$ cat src/rtl/data_ram_arbiter_pkg.sv
// Shared constants and types for the data RAM arbiter slice.
// Optional build macro: DATA_RAM_ARB_FIXED_PRIO_EN (fixed priority to A instead of round-robin).
package data_ram_pkg;

    localparam int C_DEF  = 32;
    localparam int AD_DEF = 5;
    localparam int DEPTH  = 2 ** AD_DEF;

    localparam logic ST_CLEAR = 1'b0;
    localparam logic ST_SERVE = 1'b1;

    typedef enum logic {
        S_CLEAR = ST_CLEAR,
        S_SERVE = ST_SERVE
    } state_t;

    typedef enum logic {
        SIDE_A = 1'b0,
        SIDE_B = 1'b1
    } side_t;

    // Row that follows 'row'; the counter wraps naturally at the top row.
    function automatic logic [AD_DEF-1:0] next_row(input logic [AD_DEF-1:0] row);
        return row + 1'b1;
    endfunction

endpackage

$ cat src/rtl/data_ram_arbiter_if.sv
// Bundle of requester A/B, read-return and RAM-port signals around the arbiter.
// master = requesters plus RAM model side, slave = the arbiter itself.
interface data_ram_arbiter_if
    import data_ram_pkg::*;
#(
    parameter int C  = C_DEF,
    parameter int AD = AD_DEF
);

    logic          req_a;
    logic          wr_a;
    logic [AD-1:0] addr_a;
    logic [C-1:0]  din_a;
    logic          gnt_a;
    logic          rvalid_a;

    logic          req_b;
    logic          wr_b;
    logic [AD-1:0] addr_b;
    logic [C-1:0]  din_b;
    logic          gnt_b;
    logic          rvalid_b;

    logic [C-1:0]  rdata;
    logic          busy;

    logic [C-1:0]  ram_din;
    logic [AD-1:0] ram_addr;
    logic          ram_wr;
    logic          ram_en;
    logic [C-1:0]  ram_dout;

    modport master (
        output req_a, wr_a, addr_a, din_a,
        output req_b, wr_b, addr_b, din_b,
        output ram_dout,
        input  gnt_a, rvalid_a, gnt_b, rvalid_b,
        input  rdata, busy,
        input  ram_din, ram_addr, ram_wr, ram_en
    );

    modport slave (
        input  req_a, wr_a, addr_a, din_a,
        input  req_b, wr_b, addr_b, din_b,
        input  ram_dout,
        output gnt_a, rvalid_a, gnt_b, rvalid_b,
        output rdata, busy,
        output ram_din, ram_addr, ram_wr, ram_en
    );

endinterface

$ cat src/rtl/data_ram_arbiter_rr.sv
// Two-way grant logic for the data RAM: round-robin by default,
// fixed priority to A when DATA_RAM_ARB_FIXED_PRIO_EN is defined.
module rr_arbiter2
    import data_ram_pkg::*;
(
    input  logic clk,
    input  logic rst,
    input  logic req_a,
    input  logic req_b,
    input  logic advance,
    output logic gnt_a,
    output logic gnt_b
);

`ifdef DATA_RAM_ARB_FIXED_PRIO_EN

    // No pointer state in this build; these inputs are intentionally ignored.
    logic unused_sigs;
    assign unused_sigs = ^{clk, rst, advance};

    assign gnt_a = req_a;
    assign gnt_b = req_b & ~req_a;

`else

    side_t rr_ptr_reg;
    side_t rr_ptr_next;

    // Grants depend only on requests and the pointer, never on advance,
    // so the advance feedback from the top cannot form a combinational loop.
    assign gnt_a = req_a & (~req_b | (rr_ptr_reg == SIDE_A));
    assign gnt_b = req_b & ~gnt_a;

    always_comb begin
        rr_ptr_next = rr_ptr_reg;
        if (advance) begin
            rr_ptr_next = gnt_a ? SIDE_B : SIDE_A;
        end
    end

    always_ff @(posedge clk) begin
        if (rst) begin
            rr_ptr_reg <= SIDE_A;
        end else begin
            rr_ptr_reg <= rr_ptr_next;
        end
    end

`endif

endmodule

$ cat src/rtl/data_ram_arbiter.sv
// Clears the single-port data RAM after reset, then shares it between A and B.
// Grant policy is selected by DATA_RAM_ARB_FIXED_PRIO_EN inside rr_arbiter2.
module data_ram_arbiter
    import data_ram_pkg::*;
#(
    parameter int C  = C_DEF,
    parameter int AD = AD_DEF
)(
    input  logic                clk,
    input  logic                rst,
    data_ram_arbiter_if.slave   bus
);

    localparam logic [AD-1:0] LAST_ROW = {AD{1'b1}};

    state_t        state_reg;
    state_t        state_next;
    logic [AD-1:0] clr_addr_reg;
    logic [AD-1:0] clr_addr_next;

    logic [AD-1:0] hold_addr_reg;
    logic [C-1:0]  hold_din_reg;
    logic          hold_wr_reg;

    logic          port_en_next;
    logic          port_wr_next;
    logic [AD-1:0] port_addr_next;
    logic [C-1:0]  port_din_next;

    logic          serve;
    logic          gnt_a;
    logic          gnt_b;
    logic [1:0]    gnt_vec;
    logic [1:0]    wr_vec;
    logic [1:0]    rvalid_vec;

    assign serve = (state_reg == S_SERVE);

    // Requests are masked during CLEAR so they stay pending without winning.
    rr_arbiter2 u_arb (
        .clk     (clk),
        .rst     (rst),
        .req_a   (bus.req_a & serve),
        .req_b   (bus.req_b & serve),
        .advance (gnt_a | gnt_b),
        .gnt_a   (gnt_a),
        .gnt_b   (gnt_b)
    );

    always_comb begin
        state_next     = state_reg;
        clr_addr_next  = clr_addr_reg;
        port_en_next   = 1'b0;
        port_wr_next   = hold_wr_reg;
        port_addr_next = hold_addr_reg;
        port_din_next  = hold_din_reg;
        case (state_reg)
            S_CLEAR: begin
                port_en_next   = 1'b1;
                port_wr_next   = 1'b1;
                port_addr_next = clr_addr_reg;
                port_din_next  = '0;
                clr_addr_next  = clr_addr_reg + 1'b1;
                if (clr_addr_reg == LAST_ROW) begin
                    state_next = S_SERVE;
                end
            end
            S_SERVE: begin
                if (gnt_a) begin
                    port_en_next   = 1'b1;
                    port_wr_next   = bus.wr_a;
                    port_addr_next = bus.addr_a;
                    port_din_next  = bus.din_a;
                end else if (gnt_b) begin
                    port_en_next   = 1'b1;
                    port_wr_next   = bus.wr_b;
                    port_addr_next = bus.addr_b;
                    port_din_next  = bus.din_b;
                end
            end
            default: begin
                state_next = S_CLEAR;
            end
        endcase
    end

    always_ff @(posedge clk) begin
        if (rst) begin
            state_reg     <= S_CLEAR;
            clr_addr_reg  <= '0;
            hold_addr_reg <= '0;
            hold_din_reg  <= '0;
            hold_wr_reg   <= 1'b1;
        end else begin
            state_reg    <= state_next;
            clr_addr_reg <= clr_addr_next;
            // Idle cycles replay the last address/data/op on the RAM pins.
            if (port_en_next) begin
                hold_addr_reg <= port_addr_next;
                hold_din_reg  <= port_din_next;
                hold_wr_reg   <= port_wr_next;
            end
        end
    end

    assign gnt_vec = {gnt_b, gnt_a};
    assign wr_vec  = {bus.wr_b, bus.wr_a};

    // Read results are tagged to the side granted one cycle earlier.
    generate
        for (genvar gi = 0; gi < 2; gi++) begin : g_rvalid
            logic rvalid_reg;
            always_ff @(posedge clk) begin
                if (rst) begin
                    rvalid_reg <= 1'b0;
                end else begin
                    rvalid_reg <= gnt_vec[gi] & ~wr_vec[gi];
                end
            end
            assign rvalid_vec[gi] = rvalid_reg;
        end
    endgenerate

    assign bus.gnt_a    = gnt_a;
    assign bus.gnt_b    = gnt_b;
    assign bus.rvalid_a = rvalid_vec[0];
    assign bus.rvalid_b = rvalid_vec[1];
    assign bus.rdata    = bus.ram_dout;
    assign bus.busy     = (state_reg == S_CLEAR);
    assign bus.ram_en   = port_en_next;
    assign bus.ram_wr   = port_wr_next;
    assign bus.ram_addr = port_addr_next;
    assign bus.ram_din  = port_din_next;

endmodule
$ cat src/flat_wrapper.sv
// flat-port wrapper written by rule: the top's interface ports become plain ports
module data_ram_arbiter_flat import data_ram_pkg::*;
#(
    parameter int C  = C_DEF,
    parameter int AD = AD_DEF
)
  (clk, rst, bus_req_a, bus_wr_a, bus_addr_a, bus_din_a, bus_req_b, bus_wr_b, bus_addr_b, bus_din_b, bus_ram_dout, bus_gnt_a, bus_rvalid_a, bus_gnt_b, bus_rvalid_b, bus_rdata, bus_busy, bus_ram_din, bus_ram_addr, bus_ram_wr, bus_ram_en);
  data_ram_arbiter_if #(.C(C), .AD(AD)) bus_i ();
  input  logic clk;
  input  logic rst;
  input wire logic [$bits(bus_i.req_a)-1:0] bus_req_a;
  input wire logic [$bits(bus_i.wr_a)-1:0] bus_wr_a;
  input wire logic [$bits(bus_i.addr_a)-1:0] bus_addr_a;
  input wire logic [$bits(bus_i.din_a)-1:0] bus_din_a;
  input wire logic [$bits(bus_i.req_b)-1:0] bus_req_b;
  input wire logic [$bits(bus_i.wr_b)-1:0] bus_wr_b;
  input wire logic [$bits(bus_i.addr_b)-1:0] bus_addr_b;
  input wire logic [$bits(bus_i.din_b)-1:0] bus_din_b;
  input wire logic [$bits(bus_i.ram_dout)-1:0] bus_ram_dout;
  output wire logic [$bits(bus_i.gnt_a)-1:0] bus_gnt_a;
  output wire logic [$bits(bus_i.rvalid_a)-1:0] bus_rvalid_a;
  output wire logic [$bits(bus_i.gnt_b)-1:0] bus_gnt_b;
  output wire logic [$bits(bus_i.rvalid_b)-1:0] bus_rvalid_b;
  output wire logic [$bits(bus_i.rdata)-1:0] bus_rdata;
  output wire logic [$bits(bus_i.busy)-1:0] bus_busy;
  output wire logic [$bits(bus_i.ram_din)-1:0] bus_ram_din;
  output wire logic [$bits(bus_i.ram_addr)-1:0] bus_ram_addr;
  output wire logic [$bits(bus_i.ram_wr)-1:0] bus_ram_wr;
  output wire logic [$bits(bus_i.ram_en)-1:0] bus_ram_en;
  assign bus_i.req_a = bus_req_a;
  assign bus_i.wr_a = bus_wr_a;
  assign bus_i.addr_a = bus_addr_a;
  assign bus_i.din_a = bus_din_a;
  assign bus_i.req_b = bus_req_b;
  assign bus_i.wr_b = bus_wr_b;
  assign bus_i.addr_b = bus_addr_b;
  assign bus_i.din_b = bus_din_b;
  assign bus_i.ram_dout = bus_ram_dout;
  assign bus_gnt_a = bus_i.gnt_a;
  assign bus_rvalid_a = bus_i.rvalid_a;
  assign bus_gnt_b = bus_i.gnt_b;
  assign bus_rvalid_b = bus_i.rvalid_b;
  assign bus_rdata = bus_i.rdata;
  assign bus_busy = bus_i.busy;
  assign bus_ram_din = bus_i.ram_din;
  assign bus_ram_addr = bus_i.ram_addr;
  assign bus_ram_wr = bus_i.ram_wr;
  assign bus_ram_en = bus_i.ram_en;
  data_ram_arbiter #(.C(C), .AD(AD)) u_core (.clk(clk), .rst(rst), .bus(bus_i));
endmodule
$ cat config.mk
export PLATFORM = sky130hd
export DESIGN_NAME = data_ram_arbiter_flat
export DESIGN_NICKNAME = d
export VERILOG_FILES = /design/src/rtl/data_ram_arbiter_pkg.sv /design/src/rtl/data_ram_arbiter_if.sv /design/src/rtl/data_ram_arbiter_rr.sv /design/src/rtl/data_ram_arbiter.sv /design/src/flat_wrapper.sv
export SDC_FILE = /design/constraint.sdc
export NUM_CORES = 1
export LEC_CHECK = 0
export ABC_AREA = 1
export CAP_MARGIN = 25
export CELL_PAD_IN_SITES_DETAIL_PLACEMENT = 0
export CELL_PAD_IN_SITES_GLOBAL_PLACEMENT = 2
export CORE_MARGIN = 8
export CORE_UTILIZATION = 19
export CTS_BUF_LIST = sky130_fd_sc_hd__clkbuf_16
export DETAILED_ROUTE_END_ITERATION = 16
export HOLD_SLACK_MARGIN = 0.15
export MAX_ROUTING_LAYER = met4
export PLACE_DENSITY_LB_ADDON = 0.1
export SLEW_MARGIN = 0
export SYNTH_ARGS = -nofsm -noshare
export SYNTH_HDL_FRONTEND = slang
export SYNTH_HIERARCHICAL = 1
export SYNTH_SLANG_ARGS = --single-unit
$ cat constraint.sdc
create_clock -name clk -period 4.4 [get_ports clk]
set_input_delay 0.88 -clock clk [delete_from_list [all_inputs] [get_ports clk]]
set_output_delay 0.88 -clock clk [all_outputs]
set_load 0.03 [all_outputs]
==> impl_metrics.csv <==
group,metric,value,unit
status,outcome,"finished, final reports clean",
die,dieArea,19700,µm²
clock_network,cts.repair.resized,0,
sta,hold_viol_final,0,
clock_network,clk_latency,0.29,ns
global_routing,grt.total_usage,0.106,
synthesis,synth.distinct_cells,20,
synthesis,synth_largest_area_cell,"dfxtp_1",
clock_network,numClockSinks,47,
synthesis,synth_edf_count,0,
synthesis,synth_top_area_frac,0.320,
global_routing,grt-ovfl-total,0,
hold_path,hold_depth,2,
critical_path,critPathKind,"in -> out",
sta,fmax,260,MHz
detailed_routing,drt_iter0_markers,103,
synthesis,synth.most_common_cell,"nand2_1",
clock_network,cts_buffer_depth,2,
synthesis,ys.flop_type,"dfxtp_1",
layout,fin_util,0.269,
synthesis,synth.area.top_cells,"dfxtp_1, nand2_1, nor2_1, buf_4, o21ai_2",
hold_path,worstHoldPathType,"reg -> reg",
layout,largest_reg_flops,32,
place,dp_slack,0.505,ns
sta,relSlewSlack,0.544,
layout,finalNetCount,652,
layout,num-fill-cells,1763,
synthesis,ys_top_cells_by_count,"nand2_1, nor2_1, dfxtp_1, inv_1, buf_4",
detailed_routing,drc,0,
sta,fin_setup_tns,0,ns
detailed_routing,drt_first_pass_iters,4,
sta,fin_crit_sh,0.874,
clock_network,cts_tree,"built",
synthesis,ys_seq_area_frac,0.320,
place,finalWeightedCongestion,0.692,
clock_network,clockRootBuffer,"clkbuf_16",
sta,final-max-slew-violation-count,0,
detailed_routing,routed_via_density,3.92,
die,ios,188,
sta,finalCriticalPeriod,3.85,ns
critical_path,cp-start-kind,"input pin",
die,row_count,45,
sta,tightestPinTransition,0.685,ns
power,power_density,221,nW/µm²
critical_path,crit_fanout,35,
sta,final-setup-viol-count,0,
die,die_h,140,µm
synthesis,syn_inst,461,
layout,synthToLayoutAreaGrowth,38.6,%
synthesis,async_reset_ff_frac,0,
clock_network,numCtsBuffers,5,
layout,drive_above_1_share,0.191,
die,core_area,15100,µm²
synthesis,synth_area,2940,µm²
place,dpl_cell_area,3940,µm²
sta,clock_skew,0.00602,ns
clock_network,postCtsSetupBuffers,0,
power,vdd_drop_max,0.137,mV
critical_path,end_kind,"output port",
place,port_buffers,123,
sta,rsz0062_at_grt,"false",
place,hpwl,7.35,mm
die,die_width,140,µm
synthesis,ys_warn_count,6,
sta,layout_setup_ws,0.554,ns
synthesis,syn-num-nets,575,
clock_network,cts_hold_buf,0,
global_routing,first_global_vias,3005,
global_routing,grt_max_degree,46,
clock_network,h-tree-depth,2,
critical_path,critPathArrivalTime,2.97,ns
detailed_routing,routed_wl,10.4,mm
synthesis,synth_area_per_cell,6.38,µm²
power,power.total,0.000901,W
layout,final_area,4080,µm²
detailed_routing,drtAntennaViolNets,0,
layout,antenna_cells,0,
run,cap_violations,0,
clock_network,clk_pin_slew,0.07,ns
die,start_util,0.194,
global_routing,antenna_found_initial,0,
detailed_routing,wl_per_cell,14.2,µm
power,p_leak,2.10,nW
synthesis,synth-seq-cells,47,
detailed_routing,via_count,2850,
global_routing,grt_pass1_wl,16.2,mm
critical_path,crit_required,3.52,ns
critical_path,ff2ff_path_depth,12,
==> metrics by stage <==
| step | hold slack, ns | instances |
|---|---|---|
| 2_1_floorplan | 0.474 | 461 |
| 3_3_place_gp | 0.503 | 719 |
| 3_5_place_dp | 0.510 | 719 |
| 4_1_cts | 0.518 | 727 |
| 5_1_grt | 0.549 | 727 |
| 6_report | 0.516 | 727 |
==> metal layers <==
metal | GRT usage | vias up | routed length (µm)
met5 | - | - | 0
met4 | 0.0263 | 0 | 100
met3 | 0.0289 | 12 | 683
met2 | 0.182 | 78 | 4930
met1 | 0.120 | 1257 | 4640
li1 | - | 1503 | -
==> final timing paths <==
kind                                       startpoint                                   end  slack (ns)
hold reg to reg   u_core/clr_addr_reg[4]$_SDFFE_PP0N_   u_core/clr_addr_reg[4]$_SDFFE_PP0N_        0.52
setup / recovery                            bus_req_a                             bus_gnt_a        0.55
setup reg to reg              u_core/serve$_SDFF_PP0_  u_core/hold_addr_reg[0]$_SDFFE_PP0P_        2.27
hold / removal    u_core/clr_addr_reg[4]$_SDFFE_PP0N_   u_core/clr_addr_reg[4]$_SDFFE_PP0N_        0.52
==> cells by family after synthesis <==
group | Yosys count | synth area share
simple gates | 265 | 0.365
flops | 47 | 0.320
compound gates | 43 | 0.103
buf+inv | 104 | 0.205
fa+ha+maj | 2 | 0.00851
==> critical path, cell delays in order <==
cell and delay [ns]:
clkdlybuf4s50_1 0.45, nand2_1 0.05, inv_1 0.08, nand2_2 0.06, inv_2 0.13, buf_4 0.51, clkdlybuf4s50_1 0.79
==> report_power, final <==
group	switching, W	internal (W)
combinational	0.0000333	0.0000682
sequential	0.00000279	0.000429
clock	0.000162	0.000205
==> placed cells by master (no fill, tap or decap) <==
master           count
nand2_1            134
nor2_1              95
clkdlybuf4s50_1     84
dfxtp_1             47
buf_4               42
inv_1               41
o21ai_2             23
nor2_2              23
o21ai_1              9
nand3_1              7
a21oi_1              7
clkbuf_16            5
inv_2                5
o21ai_0              4
nor3_1               3
clkinv_1             2
ha_1                 2
buf_2                1
buf_12               1
inv_8                1
nand4_1              1
nand2_2              1
nor2_4               1
==> final cells by class <==
class	instances	area, µm²	share of cell area
clock buffer	5	125	0.0307
clock inverter	3	11.3	0.00276
inverter	46	180	0.0442
multi-input combinational	310	1400	0.344
sequential	47	941	0.231
tap	188	235	0.0577
timing repair buffer	128	1180	0.290
(Power assumes the default switching activity.)
==> edit (same settings) <==
Reset style: asynchronous (`rst`), changed in 3 clocked blocks.
--- a/src/rtl/data_ram_arbiter_rr.sv
+++ b/src/rtl/data_ram_arbiter_rr.sv
@@ -39,5 +39,5 @@
     end
 
-    always_ff @(posedge clk) begin
+    always_ff @(posedge clk or posedge rst) begin
         if (rst) begin
             rr_ptr_reg <= SIDE_A;
--- a/src/rtl/data_ram_arbiter.sv
+++ b/src/rtl/data_ram_arbiter.sv
@@ -85,5 +85,5 @@
     end
 
-    always_ff @(posedge clk) begin
+    always_ff @(posedge clk or posedge rst) begin
         if (rst) begin
             state_reg     <= S_CLEAR;
@@ -111,5 +111,5 @@
         for (genvar gi = 0; gi < 2; gi++) begin : g_rvalid
             logic rvalid_reg;
-            always_ff @(posedge clk) begin
+            always_ff @(posedge clk or posedge rst) begin
                 if (rst) begin
                     rvalid_reg <= 1'b0;
Behaviour: differs if rst is asserted again (counterexample within 4 cycles, from zero or initial values and one cycle with rst high); with rst held inactive, the same outputs for 10 cycles.
==> edit against the unedited design <==
Non-clock buffer count increased by 1; setup slack better by 0.019 ns; sequential cell count did not move; routed wire length shrank 1.9%; sequential share of layout area is 4.4 points higher; cell area grew 5.2%; worst hold slack worse by 0.0026 ns; maximum frequency grew 0.48%; area after synthesis up 1.3%; first-iteration DRC count rose by 43%; largest cell class is now buffers; highest routed layer unchanged.
Power is not compared: it rests on default switching activity, and its combinational part moved more than twofold at a synthesized area within 25%.
==> edit: results (changes against the unedited design) <==
status complete, no violations; hold path depth 3 (+1); largest net degree at the start of global routing 40 (-13%); Vias/cell 3.73 (-4.7%); Seq/Total Area, Yosys 39.5% (+7.5 points); Post-synth top cells 137 x nand2_1, 77 x inv_1, 69 x nor2_1; layout net count 647 (-0.77%); Non-Filler Instances 745 (+2.5%); compound-gate portion of the synthesized area 1.72% (-8.5 points); synthesized net count 564 (-1.9%); synth unique cells 22 (+10%); DPL Wire Length 7.29 mm (-0.93%); critical path's largest stage delay 0.46 ns (-0.33 ns); footprint of the multi-input gates 0.00114 mm^2 (-19%); CP arrival 2.95 ns (-0.02 ns); Inst Count DP 737 (+2.5%); first-pass GRT wire length 16.3 mm (+0.85%); Avg Synthesized Cell Area 6.62 um^2 (+3.8%); FF-to-FF Start u_core/serve; Layout Skew 0.0101 ns (+0.00408 ns); drt total wl 10.2 mm (-1.9%); Filler cells 1,734 (-1.6%); Post-Synth Adder-Cell Area 0.840% (-0.011 points); R2R depth 9 (-3); vias in the first global route 3,021 (+0.53%)
[edit: cell types whose count changed in the layout (fill, tap and decap cells not counted), moves of 2 or more]
| cell | delta |
|---|---|
| a21oi_1 | -4 |
| buf_12 | +4 |
| buf_4 | -3 |
| clkinv_1 | -2 |
| dfrtp_1 | +46 |
| dfxtp_1 | -47 |
| inv_1 | +37 |
| nand2_1 | +3 |
| nand3_1 | +33 |
| nor2_1 | -26 |
| nor2_2 | -15 |
| nor3_1 | -3 |
| o21ai_1 | -7 |
| o21ai_2 | -23 |
[edit: worst max path at each step]
stage,slack [ns],startpoint,depth (start not counted),end
global placement,0.57,bus_req_b,11,bus_ram_wr
finish,0.57,bus_req_b,11,bus_ram_wr
floorplan,1.17,bus_req_b,9,bus_ram_addr[0]
detailed placement,0.55,bus_req_b,11,bus_ram_wr
global route,0.38,bus_req_b,11,bus_ram_wr
CTS,0.54,bus_req_b,11,bus_ram_wr
[edit: layout make-up]
| type | count | area share (%) |
|---|---|---|
| clock buffer | 5 | 2.92 |
| clock inverter | 3 | 0.875 |
| inverter | 80 | 7.00 |
| multi-input combinational | 270 | 26.6 |
| sequential | 47 | 27.4 |
| tap | 211 | 6.15 |
| timing repair buffer | 129 | 29.0 |
[edit: power breakdown]
part | switching [mW] | internal, mW
Clock | 0.162 | 0.264
Combinational | 0.319 | 0.219
Sequential | 0.0154 | 0.490
[edit: worst min-delay path, stage by stage, from the launching register on]
cell	delay, ns
dfrtp_1	0.35
nand2_1	0.05
nand2_1	0.05
inv_1	0.03
[edit: metal layers]
layer	vias to the layer above	track usage, %	wire (um)
met1	1246	14.1	5020
met2	88	16.0	4420
met5	-	-	0
met4	0	1.87	46
li1	1444	-	-
met3	4	3.11	666
